--- config.mk ---
export PLATFORM = sky130hd
export DESIGN_NAME = alu_serial_engine
export DESIGN_NICKNAME = d
export VERILOG_FILES = /design/src/rtl/alu_serial_engine.sv
export SDC_FILE = /design/constraint.sdc
export NUM_CORES = 1
export LEC_CHECK = 0
export CAP_MARGIN = 20
export CORE_ASPECT_RATIO = 1.25
export CORE_MARGIN = 2
export CORE_UTILIZATION = 43
export CTS_BUF_LIST = sky130_fd_sc_hd__clkbuf_8
export DETAILED_ROUTE_END_ITERATION = 8
export HOLD_SLACK_MARGIN = 0.03
export PLACE_DENSITY_LB_ADDON = 0.05
export SLEW_MARGIN = 10
export SYNTH_ARGS = -nofsm -noshare
export SYNTH_HDL_FRONTEND = slang
export SYNTH_SLANG_ARGS = --single-unit
--- constraint.sdc ---
create_clock -name clk -period 2.45 [get_ports clk]
set_input_delay 0.49 -clock clk [delete_from_list [all_inputs] [get_ports clk]]
set_output_delay 0.49 -clock clk [all_outputs]
set_load 0.1 [all_outputs]
--- src/rtl/alu_serial_engine.sv ---
// Bit-serial ALU: processes WIDTH-bit operands LSB-first, one bit per clock, with a
// start/busy/done handshake. Result and flags are committed together in a single finish cycle.
module alu_serial_engine #(
  parameter int unsigned WIDTH = 32
) (
  input  logic             clk,
  input  logic             rst_n,
  input  logic             start,
  input  logic [3:0]       op,
  input  logic [WIDTH-1:0] a,
  input  logic [WIDTH-1:0] b,
  output logic             busy,
  output logic             done,
  output logic [WIDTH-1:0] result,
  output logic             cout,
  output logic             zero,
  output logic             overflow
);

  localparam int unsigned CW = (WIDTH > 2) ? $clog2(WIDTH) : 1;

  localparam logic [3:0] OpAdd   = 4'b0000;
  localparam logic [3:0] OpSub   = 4'b0001;
  localparam logic [3:0] OpAnd   = 4'b0010;
  localparam logic [3:0] OpOr    = 4'b0011;
  localparam logic [3:0] OpNor   = 4'b0100;
  localparam logic [3:0] OpXor   = 4'b0101;
  localparam logic [3:0] OpXnor  = 4'b0110;
  localparam logic [3:0] OpNand  = 4'b0111;
  localparam logic [3:0] OpPassA = 4'b1000;
  localparam logic [3:0] OpPassB = 4'b1001;
  localparam logic [3:0] OpSlt   = 4'b1011;
  localparam logic [3:0] OpSltu  = 4'b1100;

  typedef enum logic [1:0] {StIdle, StRun, StFinish} state_e;

  state_e           state_q, state_d;
  logic [3:0]       op_q;
  logic [WIDTH-1:0] a_q, b_q, acc_q, result_q;
  logic [CW-1:0]    cnt_q;
  logic             carry_q, c_msb_q;
  logic             done_q, cout_q, zero_q, ovf_q;

  logic             start_inv, sub_op, arith_op, b_bit, sum_bit, carry_nxt, bit_sel, ovf_sub;
  logic             last_bit;
  logic [WIDTH-1:0] final_res;

  // Subtract-style ops invert B and inject a carry of 1.
  assign start_inv = (op == OpSub) || (op == OpSlt) || (op == OpSltu);
  assign sub_op    = (op_q == OpSub) || (op_q == OpSlt) || (op_q == OpSltu);
  assign arith_op  = sub_op || (op_q == OpAdd);
  assign b_bit     = b_q[0] ^ sub_op;
  assign sum_bit   = a_q[0] ^ b_bit ^ carry_q;
  assign carry_nxt = (a_q[0] & b_bit) | (a_q[0] & carry_q) | (b_bit & carry_q);
  assign ovf_sub   = c_msb_q ^ carry_q;
  assign last_bit  = (cnt_q == CW'(WIDTH - 1));

  always_comb begin
    bit_sel = 1'b0;
    case (op_q)
      OpAdd, OpSub, OpSlt, OpSltu: bit_sel = sum_bit;
      OpAnd:   bit_sel = a_q[0] & b_q[0];
      OpOr:    bit_sel = a_q[0] | b_q[0];
      OpNor:   bit_sel = ~(a_q[0] | b_q[0]);
      OpXor:   bit_sel = a_q[0] ^ b_q[0];
      OpXnor:  bit_sel = ~(a_q[0] ^ b_q[0]);
      OpNand:  bit_sel = ~(a_q[0] & b_q[0]);
      OpPassA: bit_sel = a_q[0];
      OpPassB: bit_sel = b_q[0];
      default: bit_sel = 1'b0;
    endcase
  end

  always_comb begin
    final_res = acc_q;
    if (op_q == OpSlt) begin
      final_res    = '0;
      final_res[0] = acc_q[WIDTH-1] ^ ovf_sub;
    end else if (op_q == OpSltu) begin
      final_res    = '0;
      final_res[0] = ~carry_q;
    end
  end

  always_comb begin
    state_d = state_q;
    unique case (state_q)
      StIdle:   if (start) state_d = StRun;
      StRun:    if (last_bit) state_d = StFinish;
      StFinish: state_d = StIdle;
      default:  state_d = StIdle;
    endcase
  end

  always_ff @(posedge clk or negedge rst_n) begin
    if (!rst_n) state_q <= StIdle;
    else        state_q <= state_d;
  end

  always_ff @(posedge clk or negedge rst_n) begin
    if (!rst_n) begin
      op_q     <= '0;
      a_q      <= '0;
      b_q      <= '0;
      acc_q    <= '0;
      result_q <= '0;
      cnt_q    <= '0;
      carry_q  <= 1'b0;
      c_msb_q  <= 1'b0;
      done_q   <= 1'b0;
      cout_q   <= 1'b0;
      zero_q   <= 1'b0;
      ovf_q    <= 1'b0;
    end else begin
      done_q <= 1'b0;
      unique case (state_q)
        StIdle: begin
          if (start) begin
            op_q    <= op;
            a_q     <= a;
            b_q     <= b;
            carry_q <= start_inv;
            cnt_q   <= '0;
          end
        end
        StRun: begin
          a_q     <= a_q >> 1;
          b_q     <= b_q >> 1;
          acc_q   <= {bit_sel, acc_q[WIDTH-1:1]};
          carry_q <= carry_nxt;
          cnt_q   <= cnt_q + CW'(1);
          if (cnt_q == CW'(WIDTH - 2)) c_msb_q <= carry_nxt;
        end
        StFinish: begin
          result_q <= final_res;
          zero_q   <= (final_res == '0);
          cout_q   <= arith_op & carry_q;
          ovf_q    <= ((op_q == OpAdd) || (op_q == OpSub)) & ovf_sub;
          done_q   <= 1'b1;
        end
        default: ;
      endcase
    end
  end

  assign busy     = (state_q == StRun);
  assign done     = done_q;
  assign result   = result_q;
  assign cout     = cout_q;
  assign zero     = zero_q;
  assign overflow = ovf_q;

endmodule

**Yosys cells after proc, flatten, opt, wreduce, memory -nomap -nowiden**

Cells that the tools add are included.

- Register bits: 145
- Word-level logic and storage cells: 83

- Equality and inequality tests: 20
- Muxes and demuxes: 15
- Bitwise operators: 19
- $add $sub $neg: 1
- Reduce and logical (&&, ||, !) cells: 15

Operator list:

| operator | count |
|---|---|
| $mux 32 | 4 |
| $pmux 32 s2 | 2 |
| $logic_not 32->1 | 1 |
| $eq 4x4->1 const B | 6 |
| $eq 4x3->1 const B | 4 |
| $eq 5x5->1 const B | 2 |
| $pmux 5 s2 | 1 |
| $pmux 1 s9 | 1 |
| $eq 4x1->1 const B | 2 |
| $eq 4x2->1 const B | 2 |
| $reduce_and 2->1 | 4 |
| $and 1x1->1 | 6 |
| $logic_or 1x1->1 | 6 |
| $xor 1x1->1 | 6 |
| $add 5x1->5 const B | 1 |
| $mux 5 | 1 |
| $logic_not 4->1 | 1 |
| $mux 2 | 2 |
| $not 1->1 | 4 |
| $pmux 2 s2 | 1 |
| $reduce_or 4->1 | 1 |
| $or 1x1->1 | 3 |
| $eq 2x1->1 const B | 1 |
| $eq 2x2->1 const B | 1 |
| 6 further kinds | 7 |

**Depth between registers and ports, before layout**

Gate-level depths: netlist of run 1.

- Depth in word-level cells: 8
- Depth in mapped cells: 10
- Depth with buffers taken out: 9

**Least setup slack after synthesis of run 1**

Ideal clock, no wire load.

- Path type: register to register
- Start point: register op_q[1]
- End point: register acc_q[31]
- Data arrival time: 2.251 ns
- Slack: 0.104 ns
- Clock period less this slack: 2.346 ns
- Cell stages (with the launch flop): 11
- Library setup time: 0.095 ns
- Buffers on the path: 1
- Path through: dfrtp_1 -> clkbuf_1 -> or2_2 -> nand2_1 -> a31oi_1 -> xnor2_1 -> fa_1 -> o21a_1 -> a211oi_1 -> a311oi_1 -> o31ai_1

- Word-level cells in the longest chain between the ends: 7

Ends and longest elaborated chain:

| item | line | RTL |
|---|---|---|
| start: declaration | 38 | `logic [3:0] op_q;` |
| start signal: assignment | 119 | `op_q <= op;` |
| $eq 4x1->1 / $eq 4x4->1 (equally long branches) | 50, 60 |  |
| $logic_or 1x1->1 (2 in series) | 50 | `assign sub_op = (op_q == OpSub) \|\| (op_q == OpSlt) \|\| (op_q == OpSltu);` |
| $xor 1x1->1 | 52 | `assign b_bit = b_q[0] ^ sub_op;` |
| $xor 1x1->1 (2 in series) | 53 | `assign sum_bit = a_q[0] ^ b_bit ^ carry_q;` |
| $pmux 1 s9 * | 60 | `case (op_q)` |
| end signal: assignment | 129 | `acc_q <= {bit_sel, acc_q[WIDTH-1:1]};` |
| end: declaration | 39 | `logic [WIDTH-1:0] a_q, b_q, acc_q, result_q;` |

Every way passes the cells marked *; elsewhere a longest branch is shown, timed or not.
A chain may end at the register's enable or synchronous reset.

**Final worst setup path of run 1**

- Start point: register op_q[3]
- End point: register acc_q[31]

The elaborated chain is that of the path after synthesis.

==> impl_summary.md, run 1 <==
Outcome
The run finished with clean final reports.

Drt
The routed layout has 4,695 vias. The total iterations of the first detailed-routing run is 4. The first routing iteration left 207 violations.

In the final routed layout, each cell accounts on average for 14.9 um. The DRC violation count after routing is 0. The mean number of vias per cell is 5.22. The detail route stage leaves a number of antenna-violating nets equal to 0. The wire length after detailed routing is 13,400 um.

Layout
The number of cells in the finished layout apart from fillers is 899. The number of antenna repair diodes is 0. Across the whole layout, storage elements account for 0.00363 mm^2. Of the cells placed in the final design, the portion with a size suffix greater than 1 is 0.140. Counting the fill cells in the layout gives 1,197. The area taken by multi-input logic gates is 0.00218 mm^2. The net count of the finished layout is 790. The share of the core filled with cells is 0.566. Relative to the synthesized area, the layout overhead comes to 29.3%.

Critical path
Traced cell by cell, the critical path runs through and4bb_2, a31oi_1, xnor2_1, fa_1, o21a_1, a211oi_2, a311oi_1, o31ai_1. The top fanout value on the critical path is 6. The kind of start point of the critical path is a register. Broken down by cell family, the worst path's largest delay share belongs to compound AO/OA/AOI/OAI gates. The number of cells on the worst reg-to-reg path is 8. In this run the number of cells on the critical path is 8. The worst endpoint data arrival time is 2.67 ns. STA puts the critical path data required time at 2.77 ns. The critical path is of the register to register type.

For this run, the slowest stage of the critical path takes 0.49 ns. STA classifies the critical path endpoint as a register. The number of buffers and inverters on the critical path is 0. The standard cell with the maximum stage delay on the critical path is sky130_fd_sc_hd__fa_1.

Synthesis
In this run the cell area of the synthesized design comes to 0.00602 mm^2. The fraction of synthesis flops using an asynchronous set or reset pin is 1.00. The number of nets produced by synthesis is 682. During synthesis, Yosys emitted a total of 0 warnings. Counting flops with a built-in enable in the synthesized netlist gives 0. The post-synthesis cell count is 605.

The part of the Yosys area used for sequential elements is 0.602. The mean instance size in the synthesized netlist is 9.96 um^2. The synthesized netlist contains 45 unique library cells.

The synthesized design contains 145 register bits. The most used flip-flop cell after synthesis is sky130_fd_sc_hd__dfrtp_1.

Power
The power per unit of standard cell area is 1210 mW/mm^2. In this run the static leakage power is 3.73 nW. Across the VDD grid, the largest voltage drop is 438 uV.

Timing
The worst-case clock skew is 0.00908 ns. The final cycle utilization of the critical path is 0.958. Setup repair after global routing left no endpoint under its margin.

The number of setup violations in the final report is 0. Summed over all failing endpoints, the final setup total negative slack is 0 ns. The headroom to the max-slew limit is 0.644. The worst path needs 2.35 ns of the cycle, external delays included.

The number of max-slew violations in the final report was 0. The final-report hold violation count is 0. Hold timing on the final database bottoms out at a slack of 0.501 ns. For the pin with the worst max-slew slack, the measured transition is 0.531 ns. The maximum clock frequency is 0.426 GHz. The final setup slack of the worst path is 0.102 ns.

Global routing
The pin count of the biggest net entering global routing is 63. The via count of the first global-routing pass came to 4,663. The global-route wire length before repair is 22,300 um. The all-layer global routing usage is 0.190. The number of antenna violations at the first check in global routing is 0. Summed over all layers, the global routing overflow is 0.

Clock network
The later pin in the worst-skew pair is clocked with a latency of 0.43 ns. TritonCTS built the clock tree. The clock sink total is 145.

In this run the number of H-tree levels came out at 4. Clock-pin slew was measured on the worst setup and hold paths at 0.07 ns. The root buffer selected by CTS is sky130_fd_sc_hd__clkbuf_8. The maximum clock insertion buffer count is 2.

Buffers inserted during clock tree synthesis total 17.

Run
The count of max-cap constraint violations is 0.

Die
The core area is 0.0138 mm^2. The height of the die is 136 um. The overall die area is 0.0150 mm^2. The die width is 110 um. In this run the count of I/O pins placed on the die edge is 108. The initialized floorplan defines 48 standard-cell rows. The initial utilization of the core area, before any placement, comes to 0.438.

Placement
Once placement completed, the tool counted placed cells totaling 866. At the end of routability-driven placement, the weighted congestion stood at 0.821. Buffers placed on the I/O ports in this run total 107. The post-placement setup slack is 0.0372 ns. The post-detailed-placement half-perimeter wirelength is 9180 um.

Min path
The worst hold path was traced through 2 stages. The tightest min-delay check is of the register to register type.
worst register-to-register path, delay by kind of cell, from the launching register on:
kind                     cells  cell delay (ns)
adder cells (fa/ha/maj)      1             0.49
flip-flops                   1             0.44
AND/OR/NAND/NOR              1             0.27
AO/OA/AOI/OAI                5             0.89
XOR/XNOR                     1             0.17
layout by cell type, fill, tap and decap left out, types with 2 or more instances in the layout:
| master | netlist | final |
|---|---|---|
| sky130_fd_sc_hd__clkbuf_8 | 0 | 19 |
| sky130_fd_sc_hd__buf_4 | 0 | 50 |
| sky130_fd_sc_hd__buf_12 | 0 | 7 |
| sky130_fd_sc_hd__xnor2_1 | 4 | 4 |
| sky130_fd_sc_hd__a311o_1 | 2 | 2 |
| sky130_fd_sc_hd__o21ai_0 | 8 | 8 |
| sky130_fd_sc_hd__nor4_1 | 6 | 6 |
| sky130_fd_sc_hd__a22o_1 | 31 | 31 |
| sky130_fd_sc_hd__a31oi_1 | 3 | 3 |
| sky130_fd_sc_hd__o21ai_1 | 3 | 3 |
| sky130_fd_sc_hd__nor2_1 | 125 | 125 |
| sky130_fd_sc_hd__clkdlybuf4s50_1 | 0 | 69 |
| sky130_fd_sc_hd__ha_1 | 5 | 5 |
| sky130_fd_sc_hd__bufinv_16 | 0 | 7 |
| sky130_fd_sc_hd__o22ai_1 | 62 | 62 |
| sky130_fd_sc_hd__nand3_1 | 7 | 7 |
| sky130_fd_sc_hd__nand2_1 | 118 | 117 |
| sky130_fd_sc_hd__dfrtp_1 | 145 | 144 |
| sky130_fd_sc_hd__mux2i_1 | 5 | 5 |
| sky130_fd_sc_hd__a21oi_1 | 2 | 2 |
| sky130_fd_sc_hd__a211oi_2 | 1 | 2 |
| sky130_fd_sc_hd__o31ai_1 | 2 | 2 |
| sky130_fd_sc_hd__inv_1 | 9 | 10 |
| sky130_fd_sc_hd__nand4_1 | 3 | 3 |
area by class of cell:
| type | instances | share of cell area |
|---|---|---|
| Clock buffer | 19 | 0.0336 |
| Multi-Input combinational cell | 411 | 0.280 |
| Clock inverter | 11 | 0.0302 |
| Inverter | 10 | 0.00482 |
| Tap cell | 175 | 0.0281 |
| Timing Repair Buffer | 128 | 0.158 |
| Sequential cell | 145 | 0.466 |
Yosys cell counts (2+ instances only):
| cell type | n | share of area |
|---|---|---|
| sky130_fd_sc_hd__mux2i_1 | 5 | 0.0083 |
| sky130_fd_sc_hd__o31ai_1 | 2 | 0.0025 |
| sky130_fd_sc_hd__dfrtp_1 | 145 | 0.60 |
| sky130_fd_sc_hd__nand3_1 | 7 | 0.0058 |
| sky130_fd_sc_hd__xnor2_1 | 4 | 0.0058 |
| sky130_fd_sc_hd__a31oi_1 | 3 | 0.0031 |
| sky130_fd_sc_hd__o21ai_1 | 3 | 0.0025 |
| sky130_fd_sc_hd__o22ai_1 | 62 | 0.064 |
| sky130_fd_sc_hd__clkbuf_1 | 9 | 0.0056 |
| sky130_fd_sc_hd__a311o_1 | 2 | 0.0033 |
| sky130_fd_sc_hd__nand4_1 | 3 | 0.0031 |
| sky130_fd_sc_hd__nor2_1 | 125 | 0.078 |
| sky130_fd_sc_hd__nor4_1 | 6 | 0.0062 |
| sky130_fd_sc_hd__or3b_1 | 2 | 0.0029 |
| sky130_fd_sc_hd__buf_6 | 3 | 0.0056 |
| sky130_fd_sc_hd__nand2b_1 | 2 | 0.0021 |
| sky130_fd_sc_hd__a22o_1 | 31 | 0.045 |
| sky130_fd_sc_hd__or2_2 | 2 | 0.0021 |
| sky130_fd_sc_hd__a21oi_1 | 2 | 0.0017 |
| sky130_fd_sc_hd__buf_2 | 22 | 0.018 |
| sky130_fd_sc_hd__buf_1 | 5 | 0.0031 |
| sky130_fd_sc_hd__ha_1 | 5 | 0.010 |
| sky130_fd_sc_hd__o21ai_0 | 8 | 0.0066 |
| sky130_fd_sc_hd__inv_1 | 9 | 0.0056 |
| sky130_fd_sc_hd__nand2_1 | 118 | 0.074 |
stage by stage:
step	area, um^2	power, W
after CTS	7760	0.00945
final	7790	0.00940
after global routing	7790	0.0101
after global placement	7260	0.00695
after floorplan	6020	0.00613
after detailed placement	7260	0.00711
final timing paths:
check                                  end     from  slack [ns]
worst max-delay path             acc_q[31]  op_q[3]        0.10
worst min register to register     b_q[14]  b_q[14]        0.50
max in group asynchronous          op_q[3]    rst_n        1.22
min in group asynchronous       result[16]    rst_n        0.57
worst max register to register   acc_q[31]  op_q[3]        0.10
worst min-delay path               b_q[14]  b_q[14]        0.50
sequential cells by signal (all words and copies together) (netlist names):
| register | cells |
|---|---|
| acc_q | 32 |
| result | 32 |
| state_q | 2 |
| cnt_q | 5 |
| carry_q | 1 |
| b_q | 32 |
| c_msb_q | 1 |
| done | 1 |
| a_q | 32 |
| op_q | 4 |
| zero | 1 |
| overflow | 1 |
| cout | 1 |
repair_timing:
| action | in CTS | in global routing |
|---|---|---|
| endpoints found under the setup margin | 0 | 1 |
| hold buffers | 1 | 0 |
| endpoints found under the hold margin | 49 | 0 |
| buffers inserted | 0 | 2 |
| resized for setup | 0 | 3 |
report_power, final:
group / internal (W) / switching [W] / total (W) / leakage (nW)
Combinational: 0.00136 / 0.00176 / 0.00312 / 1.64
Clock: 0.00146 / 0.000877 / 0.00234 / 0.249
Sequential: 0.00329 / 0.000660 / 0.00395 / 1.84
Total: 0.00611 / 0.00330 / 0.00940 / 3.73
routing by layer:
metal,vias to the layer above,GRT usage,wire length (um)
li1,2294,-,-
met1,2291,0.233,5850
met2,97,0.328,6840
met3,13,0.0417,524
met4,0,0.0612,175
met5,-,0,0
logic make-up (layout without fill, tap and decap cells):
family / Yosys count / in the layout / share of synthesized area
xor+xnor: 4 / 4 / 0.00582
buf+inv: 49 / 168 / 0.0388
flops: 145 / 145 / 0.602
simple gates: 273 / 273 / 0.187
compound gates: 123 / 123 / 0.144
mux: 5 / 5 / 0.00831
fa+ha+maj: 6 / 6 / 0.0137
Power figures use the tool's default switching activity.
==> run 2: changes to the inputs <==
--- a/config.mk
+++ b/config.mk
@@ -8,8 +8,8 @@
 export CAP_MARGIN = 20
 export CORE_ASPECT_RATIO = 1.25
 export CORE_MARGIN = 2
-export CORE_UTILIZATION = 43
-export CTS_BUF_LIST = sky130_fd_sc_hd__clkbuf_8
+export CORE_UTILIZATION = 30
+export CTS_BUF_LIST = sky130_fd_sc_hd__clkbuf_4 sky130_fd_sc_hd__clkbuf_8
 export DETAILED_ROUTE_END_ITERATION = 8
 export HOLD_SLACK_MARGIN = 0.03
 export PLACE_DENSITY_LB_ADDON = 0.05
==> impl_summary.md, run 2 (synthesis gave the netlist of run 1 again) <==
Outcome
The flow ran to the end, and the final reports show no timing, DRC or antenna violations.

Drt
The wire length after detailed routing is 14,500 um. The detail route stage leaves a number of antenna-violating nets equal to 0. The total iterations of the first detailed-routing run is 4. Dividing the detail-routed wire length by the instance count gives 14.7 um. The DRC violation total after the first TritonRoute iteration is 194. In the routed layout, each cell is associated on average with a via count of 4.75. The DRC violation count after routing is 0.

The routed layout has 4,698 vias.

Layout
The filler cells instantiated in the layout total 1,978. The layout cell share with drive strength beyond 1 is 0.144. The area growth from synthesis to layout is 29.3%. The library cells used most frequently in the layout, excluding fill and tap cells, are sky130_fd_sc_hd__dfrtp_1, sky130_fd_sc_hd__nor2_1, sky130_fd_sc_hd__nand2_1. The final layout contains 788 nets.

The number of antenna diodes in the final layout is 0. The post-route standard cell area excluding fillers is 0.00779 mm^2. Leaving out fill and tap cells, the most frequent cell in the layout is sky130_fd_sc_hd__dfrtp_1.

Min path
The number of cells on the worst hold path is 2. The startpoint identified for the worst hold timing path is acc_q[0]. The destination of the worst hold path is acc_q[0].

The path class of the tightest hold or removal check is register to register.

Placement
The instance area after placement is 0.00731 mm^2. Prior to clock tree synthesis, the placed netlist has a worst setup slack of 0.133 ns. In this run the tool buffered the top-level ports with 107 buffer cells. Detailed placement finished with a half-perimeter wire length of 9560 um. The last weighted congestion value of the routability-driven placer is 0.755.

Power
For this design the ratio of total power to cell area is 1160 mW/mm^2. The share of total power dissipated in the clock network is 0.216. The net switching power of the design is 0.00344 W. The sequential group share of total power is 0.435. The cell-internal power is 0.00562 W.

The static power due to leakage is 3.66 nW. The switching power share of the total is 0.380. The worst-case IR drop observed on VDD is 385 uV. The share of total power dissipated in combinational logic is 0.349.

Global routing
The all-layer global routing usage is 0.143. The via count of the first global-routing pass is 4,718. Entering global routing, the biggest net connects 77 pins.

The total overflow left after global routing is 0. The first global-routing pass estimated 23,800 um of wire. The number of antenna violations at the first check in global routing is 0.

Critical path
Data on the critical path is required at its endpoint by 2.77 ns. The endpoint kind of the worst setup timing path is a register. The number of cells traversed by the worst register-to-register path is 10.

The endpoint identified for the worst register-to-register timing path is acc_q[31]. The critical register-to-register path startpoint is op_q[3]. At the worst endpoint, the arrival time is 2.69 ns. STA classifies the critical path startpoint as a register.

The top fanout value on the critical path is 5. The register-to-register setup slack is 0.08 ns. By startpoint and endpoint, the worst setup path is classified as register to register.

Die
The total area inside the core boundary comes to 0.0195 mm^2. Pin placement for this block handled 108 I/O pins. The overall die area is 0.0212 mm^2.

The die is 162 um tall. The effective utilization at floorplan is 0.308. The floorplan row count is 57.

From left edge to right edge, the die measures 131 um.

Timing
Setup violations remaining at the end of the flow were counted as 0. The final-report hold violation count is 0. The number of max-slew violations in the final report is 0. Between clock sinks in the finished design, the worst skew comes to 0.0112 ns.

Hold timing on the final database bottoms out at a slack of 0.487 ns. The time the worst path needs with I/O delays and setup is 2.37 ns. Headroom to the max-slew limit came out at 0.609. The maximum clock frequency is 0.421 GHz. Across all setup checks in the final design, the least slack found is 0.0765 ns. The final cycle utilization of the critical path is 0.969.

At the pin with the least slew margin, the transition time is 0.583 ns.

Clock network
The number of buffers inserted during clock tree synthesis is 17. TritonCTS built the clock tree. The tree is rooted in a sky130_fd_sc_hd__clkbuf_8. The clock passes through at most 2 buffers. The clock sink total is 145. The clock latency reported for the late side of the worst-skew pair is 0.45 ns.

After clock tree synthesis, the clock-pin slew on the worst setup and hold paths is 0.09 ns. The maximum level of the CTS H-tree is 4.

Run
The tool flagged a number of max-cap violations equal to 0.
-- run 2: worst max-delay path by stage --
stage                  from         to  cells after the start
CTS                 op_q[3]  acc_q[31]                      9
detailed placement  op_q[3]  acc_q[31]                      9
global route        op_q[1]  acc_q[31]                     11
finish              op_q[3]  acc_q[31]                     10
global placement    op_q[3]  acc_q[31]                      9
floorplan           op_q[1]  acc_q[31]                     10
-- run 2: area by class of cell --
type,count,area [um^2],area share
Sequential cell,145,3630,0.466
Timing Repair Buffer,126,1180,0.151
Clock inverter,13,154,0.0198
Clock buffer,19,255,0.0328
Tap cell,265,332,0.0426
Inverter,10,37.5,0.00482
Multi-Input combinational cell,411,2200,0.283
-- run 2: critical path: stages (launching register included) --
cell and delay (ns):
sky130_fd_sc_hd__dfrtp_1 0.44, sky130_fd_sc_hd__or2_4 0.26, sky130_fd_sc_hd__nand2_2 0.07, sky130_fd_sc_hd__a31oi_4 0.09, sky130_fd_sc_hd__xnor2_2 0.16, sky130_fd_sc_hd__fa_1 0.56, sky130_fd_sc_hd__buf_4 0.12, sky130_fd_sc_hd__nor2_1 0.03
sky130_fd_sc_hd__a311o_1 0.28, sky130_fd_sc_hd__a21oi_1 0.15, sky130_fd_sc_hd__o31ai_1 0.07
-- run 2: power groups by stage --
stage	Clock [W]	Combinational [W]	Sequential, W
after floorplan	0	0.00206	0.00406
after global routing	0.00212	0.00358	0.00409
after CTS	0.00202	0.00306	0.00395
after global placement	0	0.00298	0.00398
after detailed placement	0	0.00306	0.00400
final	0.00195	0.00316	0.00394
-- run 2: what timing repair did --
action                                 CTS  global route
setup endpoints to repair                0             1
gates resized for setup                  0             7
setup buffers                            0             3
hold buffers                             1             0
endpoints found under the hold margin   36             0
-- run 2: layer usage --
metal,GRT usage,vias to the layer above,share of wire
met5,0,-,0
met4,0.0517,0,0.019
met3,0.0443,21,0.044
met2,0.234,87,0.50
met1,0.177,2294,0.44
li1,-,2296,-
-- run 2: through the flow --
stage	utilization	TNS [ns]	cells	total power [W]
floorplan	-	0	605	0.00613
global placement	0.374	0	953	0.00696
detailed placement	0.374	0	953	0.00706
CTS	0.396	0	986	0.00903
finish	0.399	0	989	0.00905
global route	0.399	-0.00538	989	0.00979
